<file path="src/rtl/lock_pkg.sv">
// rtl/lock_pkg.sv - shared state encoding, key codes and timer sizing for the combination lock
package lock_pkg;

    typedef enum logic [2:0] {
        ST_IDLE,
        ST_ENTRY,
        ST_CHECK,
        ST_OPEN,
        ST_WRONG,
        ST_LOCKOUT
    } state_e;

    localparam logic [3:0] KEY_CLR   = 4'hA;
    localparam logic [3:0] KEY_ENT   = 4'hB;
    localparam logic [3:0] SEG_BLANK = 4'hF;

    function automatic int timer_width(input int a, input int b);
        int m;
        m = (a > b) ? a : b;
        return $clog2(m + 1);
    endfunction

endpackage

</file>
<file path="src/rtl/lock_if.sv">
// rtl/lock_if.sv - keypad strobe and display/status bundle between keypad side and lock_ctrl
interface lock_if;
    logic       key_valid;
    logic [3:0] key_code;
    logic [3:0] seg_1;
    logic [3:0] seg_2;
    logic [3:0] seg_3;
    logic [3:0] seg_4;
    logic [3:0] count_wrong;
    logic       unlock;
    logic       alarm;
    logic       busy;

    modport master (
        output key_valid, key_code,
        input  seg_1, seg_2, seg_3, seg_4, count_wrong, unlock, alarm, busy
    );

    modport slave (
        input  key_valid, key_code,
        output seg_1, seg_2, seg_3, seg_4, count_wrong, unlock, alarm, busy
    );
endinterface

</file>
<file path="src/rtl/lock_timer.sv">
// rtl/lock_timer.sv - loadable down-counter shared by the OPEN hold and the LOCKOUT period
module lock_timer #(
    parameter int W = 8
) (
    input  logic         clk,
    input  logic         rst_n,
    input  logic         load_i,
    input  logic [W-1:0] value_i,
    output logic         expired_o
);

    logic [W-1:0] count_q;
    logic [W-1:0] count_d;

    always_comb begin
        count_d = count_q;
        if (load_i) begin
            count_d = value_i;
        end else if (count_q != '0) begin
            count_d = count_q - {{(W-1){1'b0}}, 1'b1};
        end
    end

    always_ff @(posedge clk or negedge rst_n) begin
        if (!rst_n) begin
            count_q <= '0;
        end else begin
            count_q <= count_d;
        end
    end

    // A load of N keeps the owner in its state for exactly N cycles.
    assign expired_o = !load_i && (count_q == {{(W-1){1'b0}}, 1'b1});

endmodule

</file>
<file path="src/rtl/lock_ctrl.sv">
// rtl/lock_ctrl.sv - keypad sequencing, password check, attempt counting and lockout for the 4-digit lock
// Optional LOCKOUT_TIMER_EN: lockout ends after LOCK_CYCLES instead of holding until reset.
module lock_ctrl
    import lock_pkg::*;
#(
    parameter logic [15:0] PWD_DEFAULT = 16'h1234,
    parameter int          MAX_WRONG   = 3,
    parameter int          OPEN_CYCLES = 50_000_000,
    parameter int          LOCK_CYCLES = 500_000_000
) (
    input  logic clk,
    input  logic rst_n,
    lock_if.slave bus
);

    localparam int         TW      = timer_width(OPEN_CYCLES, LOCK_CYCLES);
    localparam logic [3:0] MAX_W   = 4'(MAX_WRONG);
    localparam logic [3:0] CNT_SAT = 4'd9;

    state_e     state_q, state_d;
    logic [3:0] digits_q [4];
    logic [3:0] digits_d [4];
    logic [2:0] ndig_q, ndig_d;
    logic [3:0] cnt_q, cnt_d;
    logic       unlock_q, unlock_d;
    logic       alarm_q, alarm_d;
    logic       busy_q, busy_d;

    logic          tmr_load;
    logic [TW-1:0] tmr_value;
    logic          tmr_expired;

    lock_timer #(.W(TW)) u_timer (
        .clk       (clk),
        .rst_n     (rst_n),
        .load_i    (tmr_load),
        .value_i   (tmr_value),
        .expired_o (tmr_expired)
    );

    always_comb begin
        state_d   = state_q;
        digits_d  = digits_q;
        ndig_d    = ndig_q;
        cnt_d     = cnt_q;
        tmr_load  = 1'b0;
        tmr_value = '0;

        case (state_q)
            ST_IDLE, ST_ENTRY: begin
                if (bus.key_valid) begin
                    if (bus.key_code <= 4'd9) begin
                        if (ndig_q < 3'd4) begin
                            digits_d[ndig_q[1:0]] = bus.key_code;
                            ndig_d                = ndig_q + 3'd1;
                            state_d               = ST_ENTRY;
                        end
                    end else if (bus.key_code == KEY_CLR) begin
                        digits_d = '{default: SEG_BLANK};
                        ndig_d   = 3'd0;
                        state_d  = ST_IDLE;
                    end else if (bus.key_code == KEY_ENT && ndig_q == 3'd4) begin
                        state_d = ST_CHECK;
                    end
                end
            end

            ST_CHECK: begin
                if ({digits_q[0], digits_q[1], digits_q[2], digits_q[3]} == PWD_DEFAULT) begin
                    state_d   = ST_OPEN;
                    cnt_d     = 4'd0;
                    tmr_load  = 1'b1;
                    tmr_value = TW'(OPEN_CYCLES);
                end else begin
                    cnt_d = (cnt_q >= CNT_SAT) ? CNT_SAT : cnt_q + 4'd1;
                    if (cnt_d >= MAX_W) begin
                        // Display goes blank for the whole lockout.
                        state_d  = ST_LOCKOUT;
                        digits_d = '{default: SEG_BLANK};
                        ndig_d   = 3'd0;
`ifdef LOCKOUT_TIMER_EN
                        tmr_load  = 1'b1;
                        tmr_value = TW'(LOCK_CYCLES);
`endif
                    end else begin
                        state_d = ST_WRONG;
                    end
                end
            end

            ST_OPEN: begin
                if (tmr_expired) begin
                    state_d  = ST_IDLE;
                    digits_d = '{default: SEG_BLANK};
                    ndig_d   = 3'd0;
                end
            end

            ST_WRONG: begin
                state_d  = ST_IDLE;
                digits_d = '{default: SEG_BLANK};
                ndig_d   = 3'd0;
            end

            ST_LOCKOUT: begin
`ifdef LOCKOUT_TIMER_EN
                if (tmr_expired) begin
                    state_d  = ST_IDLE;
                    cnt_d    = 4'd0;
                    digits_d = '{default: SEG_BLANK};
                    ndig_d   = 3'd0;
                end
`else
                state_d = ST_LOCKOUT;
`endif
            end

            default: begin
                state_d  = ST_IDLE;
                digits_d = '{default: SEG_BLANK};
                ndig_d   = 3'd0;
            end
        endcase

        unlock_d = (state_d == ST_OPEN);
        alarm_d  = (state_d == ST_LOCKOUT);
        busy_d   = (state_d inside {ST_CHECK, ST_OPEN, ST_LOCKOUT});
    end

    always_ff @(posedge clk or negedge rst_n) begin
        if (!rst_n) begin
            state_q  <= ST_IDLE;
            digits_q <= '{default: SEG_BLANK};
            ndig_q   <= 3'd0;
            cnt_q    <= 4'd0;
            unlock_q <= 1'b0;
            alarm_q  <= 1'b0;
            busy_q   <= 1'b0;
        end else begin
            state_q  <= state_d;
            digits_q <= digits_d;
            ndig_q   <= ndig_d;
            cnt_q    <= cnt_d;
            unlock_q <= unlock_d;
            alarm_q  <= alarm_d;
            busy_q   <= busy_d;
        end
    end

    assign bus.seg_1       = digits_q[0];
    assign bus.seg_2       = digits_q[1];
    assign bus.seg_3       = digits_q[2];
    assign bus.seg_4       = digits_q[3];
    assign bus.count_wrong = cnt_q;
    assign bus.unlock      = unlock_q;
    assign bus.alarm       = alarm_q;
    assign bus.busy        = busy_q;

endmodule
</file>
<file path="src/flat_wrapper.sv">
// flat-port wrapper written by rule: the top's interface ports become plain ports
module lock_ctrl_flat import lock_pkg::*;
#(
    parameter logic [15:0] PWD_DEFAULT = 16'h1234,
    parameter int          MAX_WRONG   = 3,
    parameter int          OPEN_CYCLES = 50_000_000,
    parameter int          LOCK_CYCLES = 500_000_000
)
  (clk, rst_n, bus_key_valid, bus_key_code, bus_seg_1, bus_seg_2, bus_seg_3, bus_seg_4, bus_count_wrong, bus_unlock, bus_alarm, bus_busy);
  lock_if bus_i ();
  input  logic clk;
  input  logic rst_n;
  input wire logic [$bits(bus_i.key_valid)-1:0] bus_key_valid;
  input wire logic [$bits(bus_i.key_code)-1:0] bus_key_code;
  output wire logic [$bits(bus_i.seg_1)-1:0] bus_seg_1;
  output wire logic [$bits(bus_i.seg_2)-1:0] bus_seg_2;
  output wire logic [$bits(bus_i.seg_3)-1:0] bus_seg_3;
  output wire logic [$bits(bus_i.seg_4)-1:0] bus_seg_4;
  output wire logic [$bits(bus_i.count_wrong)-1:0] bus_count_wrong;
  output wire logic [$bits(bus_i.unlock)-1:0] bus_unlock;
  output wire logic [$bits(bus_i.alarm)-1:0] bus_alarm;
  output wire logic [$bits(bus_i.busy)-1:0] bus_busy;
  assign bus_i.key_valid = bus_key_valid;
  assign bus_i.key_code = bus_key_code;
  assign bus_seg_1 = bus_i.seg_1;
  assign bus_seg_2 = bus_i.seg_2;
  assign bus_seg_3 = bus_i.seg_3;
  assign bus_seg_4 = bus_i.seg_4;
  assign bus_count_wrong = bus_i.count_wrong;
  assign bus_unlock = bus_i.unlock;
  assign bus_alarm = bus_i.alarm;
  assign bus_busy = bus_i.busy;
  lock_ctrl #(.PWD_DEFAULT(PWD_DEFAULT), .MAX_WRONG(MAX_WRONG), .OPEN_CYCLES(OPEN_CYCLES), .LOCK_CYCLES(LOCK_CYCLES)) u_core (.clk(clk), .rst_n(rst_n), .bus(bus_i));
endmodule
</file>
<file path="config.mk">
export PLATFORM = sky130hd
export DESIGN_NAME = lock_ctrl_flat
export DESIGN_NICKNAME = d
export VERILOG_FILES = /design/src/rtl/lock_pkg.sv /design/src/rtl/lock_if.sv /design/src/rtl/lock_timer.sv /design/src/rtl/lock_ctrl.sv /design/src/flat_wrapper.sv
export SDC_FILE = /design/constraint.sdc
export NUM_CORES = 1
export LEC_CHECK = 0
export ABC_AREA = 1
export CAP_MARGIN = 20
export CORE_MARGIN = 8
export CORE_UTILIZATION = 40
export DETAILED_ROUTE_END_ITERATION = 16
export HOLD_SLACK_MARGIN = 0.15
export PLACE_DENSITY_LB_ADDON = 0.25
export SLEW_MARGIN = 20
export SYNTH_ARGS = -nofsm -noshare
export SYNTH_HDL_FRONTEND = slang
export SYNTH_SLANG_ARGS = --single-unit
</file>
<file path="constraint.sdc">
create_clock -name clk -period 2 [get_ports clk]
set_clock_uncertainty 0.05 [all_clocks]
set_input_delay 0.2 -clock clk [delete_from_list [all_inputs] [get_ports clk]]
set_output_delay 0.2 -clock clk [all_outputs]
set_load 0.01 [all_outputs]
</file>
After elaboration in Yosys (flattened, before gate mapping). Index checks and enable logic that the tools add are counted.

Add/subtract/negate cells: 3. Multipliers: 0. Divide/modulo/power cells: 0. Order comparisons: 6. Equal/unequal tests: 18. Shift operators: 0. Muxes and demuxes: 36. Bitwise operators: 2. Reduce and logical (&&, ||, !) cells: 10.

Operators by type and width (number): 2-to-1 mux 16 bit (7); 2-to-1 mux 29 bit (3); case mux 16 bit (4 select lines) (1); 2-to-1 mux 3 bit (14); equality test 29 x 1 -> 1 bit (second input constant) (1); nonzero test 29 bit (1); subtractor 29 x 1 -> 29 bit (second input constant) (1); 2-to-1 mux 26 bit (1); case mux 3 bit (4 select lines) (2); bitwise mux 16 bit (1); equality test 16 x 13 -> 1 bit (second input constant) (1); equality test 3 x 2 -> 1 bit (second input constant) (4); 2-to-1 mux 4 bit (3); equality test 3 bit (second input constant) (3); demux 4 bit (select 2 bit) (1); equality test 4 bit (second input constant) (2); AND reduction 7 bit (1); adder 4 x 1 -> 4 bit (second input constant) (1); >= comparator 4 x 2 -> 1 bit (second input constant) (1); >= comparator 4 bit (second input constant) (1); less-or-equal comparator 4 bit (second input constant) (1); inequality test 2 x 1 -> 1 bit (second input constant) (2); inequality test 2 bit (second input constant) (2); adder 3 x 1 -> 3 bit (second input constant) (1); 15 further kinds (19).

Flip-flop bits (word level): 58. Bits in latches: 0. Bits in writable memories: 0. Memory bits (read-only): 0. Input bits: 7. Output and inout port bits: 23. Logic and storage cells: 86. Memories: 0.

Depth between registers and ports, before layout. Gate-level depths: netlist of the first run.

Word-level depth: 10. Mapped depth: 13. Gate-level depth less buffers: 12.

Cells and area by module. A second synthesis of the first run with hierarchy kept.

Cell total of the unflattened synthesis: 554. Area total of the unflattened synthesis: 3883.7 µm².

Modules (own cells, without submodules): lock_timer (instances 1, cells each 339, area each 2180.8 µm², seq. area each 725.7 µm²); lock_ctrl (instances 1, cells each 215, area each 1702.9 µm², seq. area each 745.7 µm²).

Worst setup path before layout of the first run. Ideal clock, no wire load.

Path kind: register -> register. Start: register u_core.cnt_q[1], in the netlist u_core.bus.count_wrong[1]. End: register u_core.ndig_q[0]. Setup time: 117 ps. Arrival time: 1471 ps. Data required time: 1833 ps. Slack: 362 ps. Stages on the path, launching flop included: 14. Buffers on the path: 1. Period minus slack after synthesis: 1638 ps. Path through: dfrtp_1 -> inv_1 -> ha_1 -> nor2_1 -> nand2_1 -> nand2_1 -> nand3_1 -> nand2_1 -> nor2_2 -> nor2_4 -> buf_6 -> inv_2 -> nand2_1 -> nand2_1.

Word-level cells in the longest chain between the ends: 5. Elaborated cells on any way between the ends: 6. Classes of those cells: add/sub (1); order compare (2); eq/ne (1); mux (1); reduce/logical (1).

Ends and longest elaborated chain: start, declared (line lock_ctrl.sv:24) `logic [3:0] cnt_q, cnt_d;`; start signal, assigned (line lock_ctrl.sv:143) `cnt_q <= cnt_d;`; adder 4 x 1 -> 4 bit / >= comparator 4 bit (equally long branches) (line lock_ctrl.sv:75) `cnt_d = (cnt_q >= CNT_SAT) ? CNT_SAT : cnt_q + 4'd1;`; 2-to-1 mux 4 bit * (line lock_ctrl.sv:75); >= comparator 4 x 2 -> 1 bit * (line lock_ctrl.sv:76) `if (cnt_d >= MAX_W) begin`; inequality test 2 x 1 -> 1 bit (no source line) *; AND reduction 7 bit (no source line) *; end signal, assigned (line lock_ctrl.sv:142) `ndig_q <= ndig_d;`; end, declared (line lock_ctrl.sv:23) `logic [2:0] ndig_q, ndig_d;`.

Mark *: on every way between the ends. The rest lies on a longest branch, timed or not. A chain may end at the register's enable or synchronous reset.

Final worst setup path of the first run.
Start: register u_core.u_timer.count_q[11]. End: register u_core.digits_q, in the netlist u_core.bus.seg_3[2].

Word-level cells in the longest chain between the ends: 4.

Ends and longest elaborated chain: start, declared (line lock_timer.sv:12) `logic [W-1:0] count_q;`; start signal, assigned (line lock_timer.sv:28) `count_q <= count_d;`; equality test 29 x 1 -> 1 bit (line lock_timer.sv:33) `assign expired_o = !load_i && (count_q == {{(W-1){1'b0}}, 1'b1});`; logical AND 1 bit (line lock_timer.sv:33); inequality test 2 x 1 -> 1 bit (no source line); AND reduction 7 bit (no source line); end signal, assigned (line lock_ctrl.sv:141) `digits_q <= digits_d;`; end, declared (line lock_ctrl.sv:21) `logic [3:0] digits_q [4];`.

Every way passes these cells.

==> flow_metrics.env, run 1 <==
export IMPL_clock_sinks=58
export IMPL_cp_required_ps=2230
export IMPL_slowest_delay_ps=400
export IMPL_path_clk_slew_ps=80
export IMPL_crit_top_cell="nand2_2"
export IMPL_dpl_hpwl_um=6500
export IMPL_cts_tree="built"
export IMPL_max_cap_viol_count=0
export IMPL_end_kind="flip-flop"
export IMPL_area_growth_pct=20.6
export IMPL_placed_cell_area_mm2=0.00403
export IMPL_startpoint_type="flip-flop"
export IMPL_num_fill_cells=862
export IMPL_crit_fanout=16
export IMPL_grt_overflow_total=0
export IMPL_wire_per_inst_um=13.5
export IMPL_ys_seq_area_frac=0.417
export IMPL_gp_congestion=0.890
export IMPL_synthesis_nets=475
export IMPL_syn_inst=458
export IMPL_ir_worst_vdd_uv=580
export IMPL_synth_cell_types=38
export IMPL_drive_gt1_frac=0.185
export IMPL_hold_class="primary input to async pin"
export IMPL_cts_root_buf="clkbuf_8"
export IMPL_die_h_um=110
export IMPL_port_buffers=29
export IMPL_ant_nets=0
export IMPL_n_antenna_cell=0
export IMPL_power_mw=5.59
export IMPL_synth_avg_cell_area_um2=7.70
export IMPL_numCtsBuffers=9
export IMPL_arrival_ps=2100
export IMPL_die_w_um=110
export IMPL_busiest_layer="met2"
export IMPL_max_freq_mhz=534
export IMPL_drc=0
export IMPL_finish_net_count=525
export IMPL_register_area_mm2=0.00147
export IMPL_grt_first_pass_wirelength_um=14300
export IMPL_relSlewSlack=0.522
export IMPL_start_util=0.408
export IMPL_status="complete, no violations"
export IMPL_vias=3115
export IMPL_io_pins=30
export IMPL_cpMaxStageDelayCell="dfrtp_1"
export IMPL_cp_cell_sequence="nor2_1 -> nand2_2 -> nor2_8 -> nand2_2 -> o21ai_2 -> nand3_2 -> nor2_4 -> buf_12 -> nand3_1 -> nand2_1"
export IMPL_crit_family="simple AND/OR/NAND/NOR gates"
export IMPL_die_area_mm2=0.0121
export IMPL_multi_input_area_mm2=0.00180
export IMPL_ys_ff_latch=58
export IMPL_core_area_mm2=0.00864
export IMPL_fin_util=0.492
export IMPL_slew_violations=0
export IMPL_clk_latency_ps=340
export IMPL_antenna_found_initial=0
export IMPL_drt_iter0_drc=94
export IMPL_drt_first_pass_iters=5
export IMPL_critical_path_class="flip-flop to flip-flop"
export IMPL_placedCellCount=603
export IMPL_critPathBufInv=1
export IMPL_finalWirelength_um=8400
export IMPL_cellPowerDensity_mw_per_mm2=1320
export IMPL_met1_usage=0.175
export IMPL_grt_usage=0.151
export IMPL_holdWs_ps=385
export IMPL_grt_max_degree=31
export IMPL_min_period_ps=1870
export IMPL_rows=34
export IMPL_netlist_area_mm2=0.00353
export IMPL_setup_viol=0
export IMPL_grt_pass1_vias=3120
export IMPL_cts_htree_levels=3
export IMPL_met3_usage=0.0428
export IMPL_stdcell_count=621
export IMPL_yosys_warnings=0
export IMPL_leakagePower_nw=2.14
export IMPL_hold_viol=0
export IMPL_via_per_inst=5.02
export IMPL_use_met2=0.261
export IMPL_worstMarginPinSlew_ps=716
export IMPL_fin_crit_sh=0.936
export IMPL_cts_path_max_buffers=2
export IMPL_postLayoutCellArea_mm2=0.00425
-- layout make-up --
type,instances,area share
clock buffer,13,0.0424
multi-input combinational,333,0.422
timing repair buffer,42,0.0965
inverter,64,0.0568
tap,108,0.0318
clock inverter,3,0.00412
sequential,58,0.346
-- cells in the mapped netlist (all sizes together) --
cell / instances / share of area
a21oi: 11 / 0.019
a31oi: 2 / 0.0035
a41oi: 1 / 0.0025
and2: 1 / 0.0018
buf: 2 / 0.0064
clkbuf: 1 / 0.0011
clkinv: 1 / 0.0014
dfrtp: 42 / 0.30
dfstp: 16 / 0.12
ha: 10 / 0.035
inv: 63 / 0.067
nand2: 119 / 0.13
nand3: 43 / 0.070
nand3b: 7 / 0.015
nand4: 11 / 0.028
nor2: 79 / 0.11
nor3: 12 / 0.020
nor3b: 1 / 0.0021
nor4: 1 / 0.0018
o211ai: 1 / 0.0021
o21ai: 18 / 0.028
o21bai: 1 / 0.0021
o22ai: 3 / 0.0053
or2: 3 / 0.0053
xnor2: 2 / 0.0050
xor2: 7 / 0.017
-- power breakdown --
group	internal (mW)	switching (mW)	leakage, nW
Clock	0.593	0.471	0.105
Combinational	1.01	1.32	1.33
Sequential	1.74	0.458	0.708
Total	3.34	2.25	2.14
-- metrics by stage --
step	setup WS, ps	setup TNS [ps]
global route	-0.241	-0.241
CTS	98.5	0
global placement	96.5	0
detailed placement	43.9	0
finish	128	0
floorplan	362	0
-- path summary, 6_finish.rpt --
check | end | from | slack [ps] | cells after the start
min in group clk | u_core.bus.seg_1[3]$_DFFE_PN1P_ | u_core.bus.seg_1[3]$_DFFE_PN1P_ | 420 | 2
max in group asynchronous | u_core.u_timer.count_q[11]$_DFFE_PN0P_ | rst_n | 890 | 3
worst max register to register | u_core.bus.seg_3[2]$_DFFE_PN1P_ | u_core.u_timer.count_q[11]$_DFFE_PN0P_ | 130 | 10
worst min register to register | u_core.bus.seg_1[3]$_DFFE_PN1P_ | u_core.bus.seg_1[3]$_DFFE_PN1P_ | 420 | 2
worst max-delay path | u_core.bus.seg_3[2]$_DFFE_PN1P_ | u_core.u_timer.count_q[11]$_DFFE_PN0P_ | 130 | 10
worst min-delay path | u_core.u_timer.count_q[18]$_DFFE_PN0P_ | rst_n | 380 | 2
-- cells by family after synthesis --
kind of cell / count (synthesis) / share of synthesized area
buffers and inverters: 67 / 0.0759
AOI/OAI and AO/OA: 37 / 0.0621
DFF: 58 / 0.417
xor gates and xnor gates: 9 / 0.0224
adders and majority gates: 10 / 0.0355
and+or+nand+nor: 277 / 0.387
-- state kept, by name, indices dropped and copies added, names as in the netlist --
| register | flops |
|---|---|
| u_core.bus.alarm | 1 |
| u_core.bus.seg_1 | 4 |
| u_core.bus.seg_3 | 4 |
| u_core.bus.busy | 1 |
| u_core.bus.seg_2 | 4 |
| u_core.bus.seg_4 | 4 |
| u_core.u_timer.count_q | 29 |
| u_core.bus.unlock | 1 |
| u_core.bus.count_wrong | 4 |
| u_core.state_q | 3 |
| u_core.ndig_q | 3 |
-- what timing repair did --
action | in CTS | in global routing
hold buffers | 1 | 0
gates resized for setup | 0 | 3
setup endpoints to repair | 0 | 37
setup buffers | 0 | 1
endpoints found under the hold margin | 13 | 0
-- routing by layer --
layer  wire (um)  share of wire
met1        3770           0.45
met3         264          0.031
met2        4210           0.50
met5           0              0
met4         152          0.018
-- cell usage in the layout (no fill, tap or decap), types with 3 or more instances in the layout --
master	synthesis	routed
nand2_1	110	109
nor2_1	64	63
inv_1	54	54
dfrtp_1	42	42
nand3_1	40	40
clkdlybuf4s50_1	0	28
dfstp_2	16	16
o21ai_0	15	15
nor3_1	11	11
clkbuf_8	0	11
nand2_2	9	10
a21oi_1	10	10
ha_1	10	10
buf_4	0	10
inv_2	9	9
nor2_2	8	8
nand3b_1	7	7
xor2_1	7	7
nor2_4	5	6
nand4_1	6	6
nand4_2	5	5
or2_2	3	3
o22ai_1	3	3
(Power assumes the default switching activity.)
==> run 2, diff against run 1 <==
Settings changed: CORE_ASPECT_RATIO set to 1.25.
==> run 2 against run 1 <==
  * Die area up 0.16%
  * Largest power group unchanged
  * Critical path depth down 1
  * Total power down 0.81%
  * Clock power about the same
  * Worst hold slack worse by 71 ps
  * Critical endpoint is now u_core.u_timer.count_q[16]$_DFFE_PN0P_
  * Sequential power about the same
  * Core utilization up 0.43 points
  * Global-route usage up 0.24 points
==> flow_metrics.env, run 2 (synthesis results as in run 1) <==
export IMPL_status="complete, no violations"
export IMPL_largest_register="u_core.u_timer.count_q"
export IMPL_register_area_mm2=0.00147
export IMPL_final_common_cell="nand2_1"
export IMPL_path_clk_slew_ps=80
export IMPL_cellPowerDensity_mw_per_mm2=1300
export IMPL_n_antenna_cell=0
export IMPL_core_area_mm2=0.00861
export IMPL_io_pins=30
export IMPL_rsz0062_at_grt="no"
export IMPL_grt_pass1_vias=3238
export IMPL_largest_register_ffs=29
export IMPL_slew_violations=0
export IMPL_cts_tree="built"
export IMPL_grt_usage=0.153
export IMPL_start_util=0.410
export IMPL_hold_viol=0
export IMPL_worstMarginPinSlew_ps=339
export IMPL_min_period_ps=1810
export IMPL_via_per_inst=4.92
export IMPL_wire_per_inst_um=13.2
export IMPL_crit_fanout=10
export IMPL_clk_latency_ps=350
export IMPL_final_cell_mix="109 x nand2_1, 63 x nor2_1, 54 x inv_1, 42 x dfrtp_1, 40 x nand3_1"
export IMPL_grt_overflow_total=0
export IMPL_gp_congestion=0.885
export IMPL_wl_met2_um=4270
export IMPL_die_w_um=100
export IMPL_die_area_mm2=0.0121
export IMPL_hold_class="primary input to async pin"
export IMPL_vias=3129
export IMPL_max_cap_viol_count=0
export IMPL_slowest_delay_ps=440
export IMPL_cts_path_max_buffers=2
export IMPL_dpl_hpwl_um=6380
export IMPL_route_met3_wl_um=323
export IMPL_fin_crit_sh=0.903
export IMPL_setup_viol=0
export IMPL_ir_worst_vdd_uv=699
export IMPL_cp_cell_sequence="inv_1 -> ha_1 -> nand2_1 -> nor2_1 -> nand3_4 -> nand2_2 -> inv_2 -> o21ai_1 -> a21oi_1"
export IMPL_grt_first_pass_wirelength_um=14900
export IMPL_antenna_found_initial=0
export IMPL_clock_sinks=58
export IMPL_power_mw=5.55
export IMPL_finalWirelength_um=8380
export IMPL_end_kind="flip-flop"
export IMPL_cpMaxStageDelayCell="dfrtp_1"
export IMPL_drt_first_pass_iters=5
export IMPL_drc=0
export IMPL_leakagePower_nw=2.15
export IMPL_finish_net_count=528
export IMPL_arrival_ps=1990
export IMPL_drive_gt1_frac=0.192
export IMPL_critical_path_class="flip-flop to flip-flop"
export IMPL_multi_input_area_mm2=0.00179
export IMPL_relSlewSlack=0.773
export IMPL_wirelength_met1_um=3580
export IMPL_cts_htree_levels=3
export IMPL_area_growth_pct=21.3
export IMPL_die_h_um=121
export IMPL_cp_required_ps=2180
export IMPL_maxUsedRoutingLayer="met4"
export IMPL_rows=38
export IMPL_port_buffers=29
export IMPL_num_fill_cells=859
export IMPL_setup_tns_ps=0
export IMPL_ant_nets=0
export IMPL_startpoint_type="flip-flop"
export IMPL_cts_root_buf="clkbuf_8"
export IMPL_grt_max_degree=59
export IMPL_numCtsBuffers=9
export IMPL_drt_iter0_drc=134
export IMPL_max_freq_mhz=553
## run 2: path summary, 6_finish.rpt
check,startpoint,to,slack [ps],depth (start not counted)
setup reg to reg,u_core.u_timer.count_q[0]$_DFFE_PN0P_,u_core.u_timer.count_q[16]$_DFFE_PN0P_,190,9
hold reg to reg,u_core.bus.seg_4[0]$_DFFE_PN1P_,u_core.bus.seg_4[0]$_DFFE_PN1P_,420,2
max in group asynchronous,rst_n,u_core.bus.seg_1[1]$_DFFE_PN1P_,1260,3
setup / recovery,u_core.u_timer.count_q[0]$_DFFE_PN0P_,u_core.u_timer.count_q[16]$_DFFE_PN0P_,190,9
hold / removal,rst_n,u_core.u_timer.count_q[27]$_DFFE_PN0P_,310,3
min in group clk,u_core.bus.seg_4[0]$_DFFE_PN1P_,u_core.bus.seg_4[0]$_DFFE_PN1P_,420,2
## run 2: where the power goes
part | internal [mW] | switching [mW] | leakage, nW
logic | 1.01 | 1.32 | 1.34
registers | 1.74 | 0.455 | 0.708
clock network | 0.522 | 0.507 | 0.101
## run 2: what timing repair did
item	4_1_cts	5_1_grt
endpoints found under the hold margin	58	0
gates resized for setup	0	2
endpoints found under the setup margin	0	13
setup buffers	0	4
hold buffers	1	0
## run 2: critical path, delay by kind of cell (launching register included)
family                     cells  cell delay (ps)
AOI/OAI and AO/OA              2              170
adders and majority gates      1              150
buffers and inverters          2              180
DFF                            1              440
and+or+nand+nor                4              700
## run 2: metrics by stage
step / hold WS [ps] / utilization / setup WS, ps / cells / area, um2
after detailed placement: 184 / 0.470 / 67.5 / 615 / 4040
after floorplan: -146 / - / 362 / 458 / 3530
after global routing: 374 / 0.497 / 4.70 / 636 / 4280
after CTS: 338 / 0.493 / 153 / 632 / 4240
final: 313 / 0.497 / 193 / 636 / 4280
after global placement: 177 / 0.470 / 116 / 615 / 4040
## run 2: layout make-up
cell class	instances	share of cell area
Sequential cell	58	0.344
Clock inverter	6	0.00907
Inverter	64	0.0565
Clock buffer	10	0.0348
Tap cell	120	0.0351
Multi-Input combinational cell	333	0.419
Timing Repair Buffer	45	0.101
## run 2: layer usage
layer	global-route usage	vias up
met2	0.263	64
met5	0	-
met3	0.0390	18
met1	0.173	1479
met4	0.0720	0
li1	-	1568
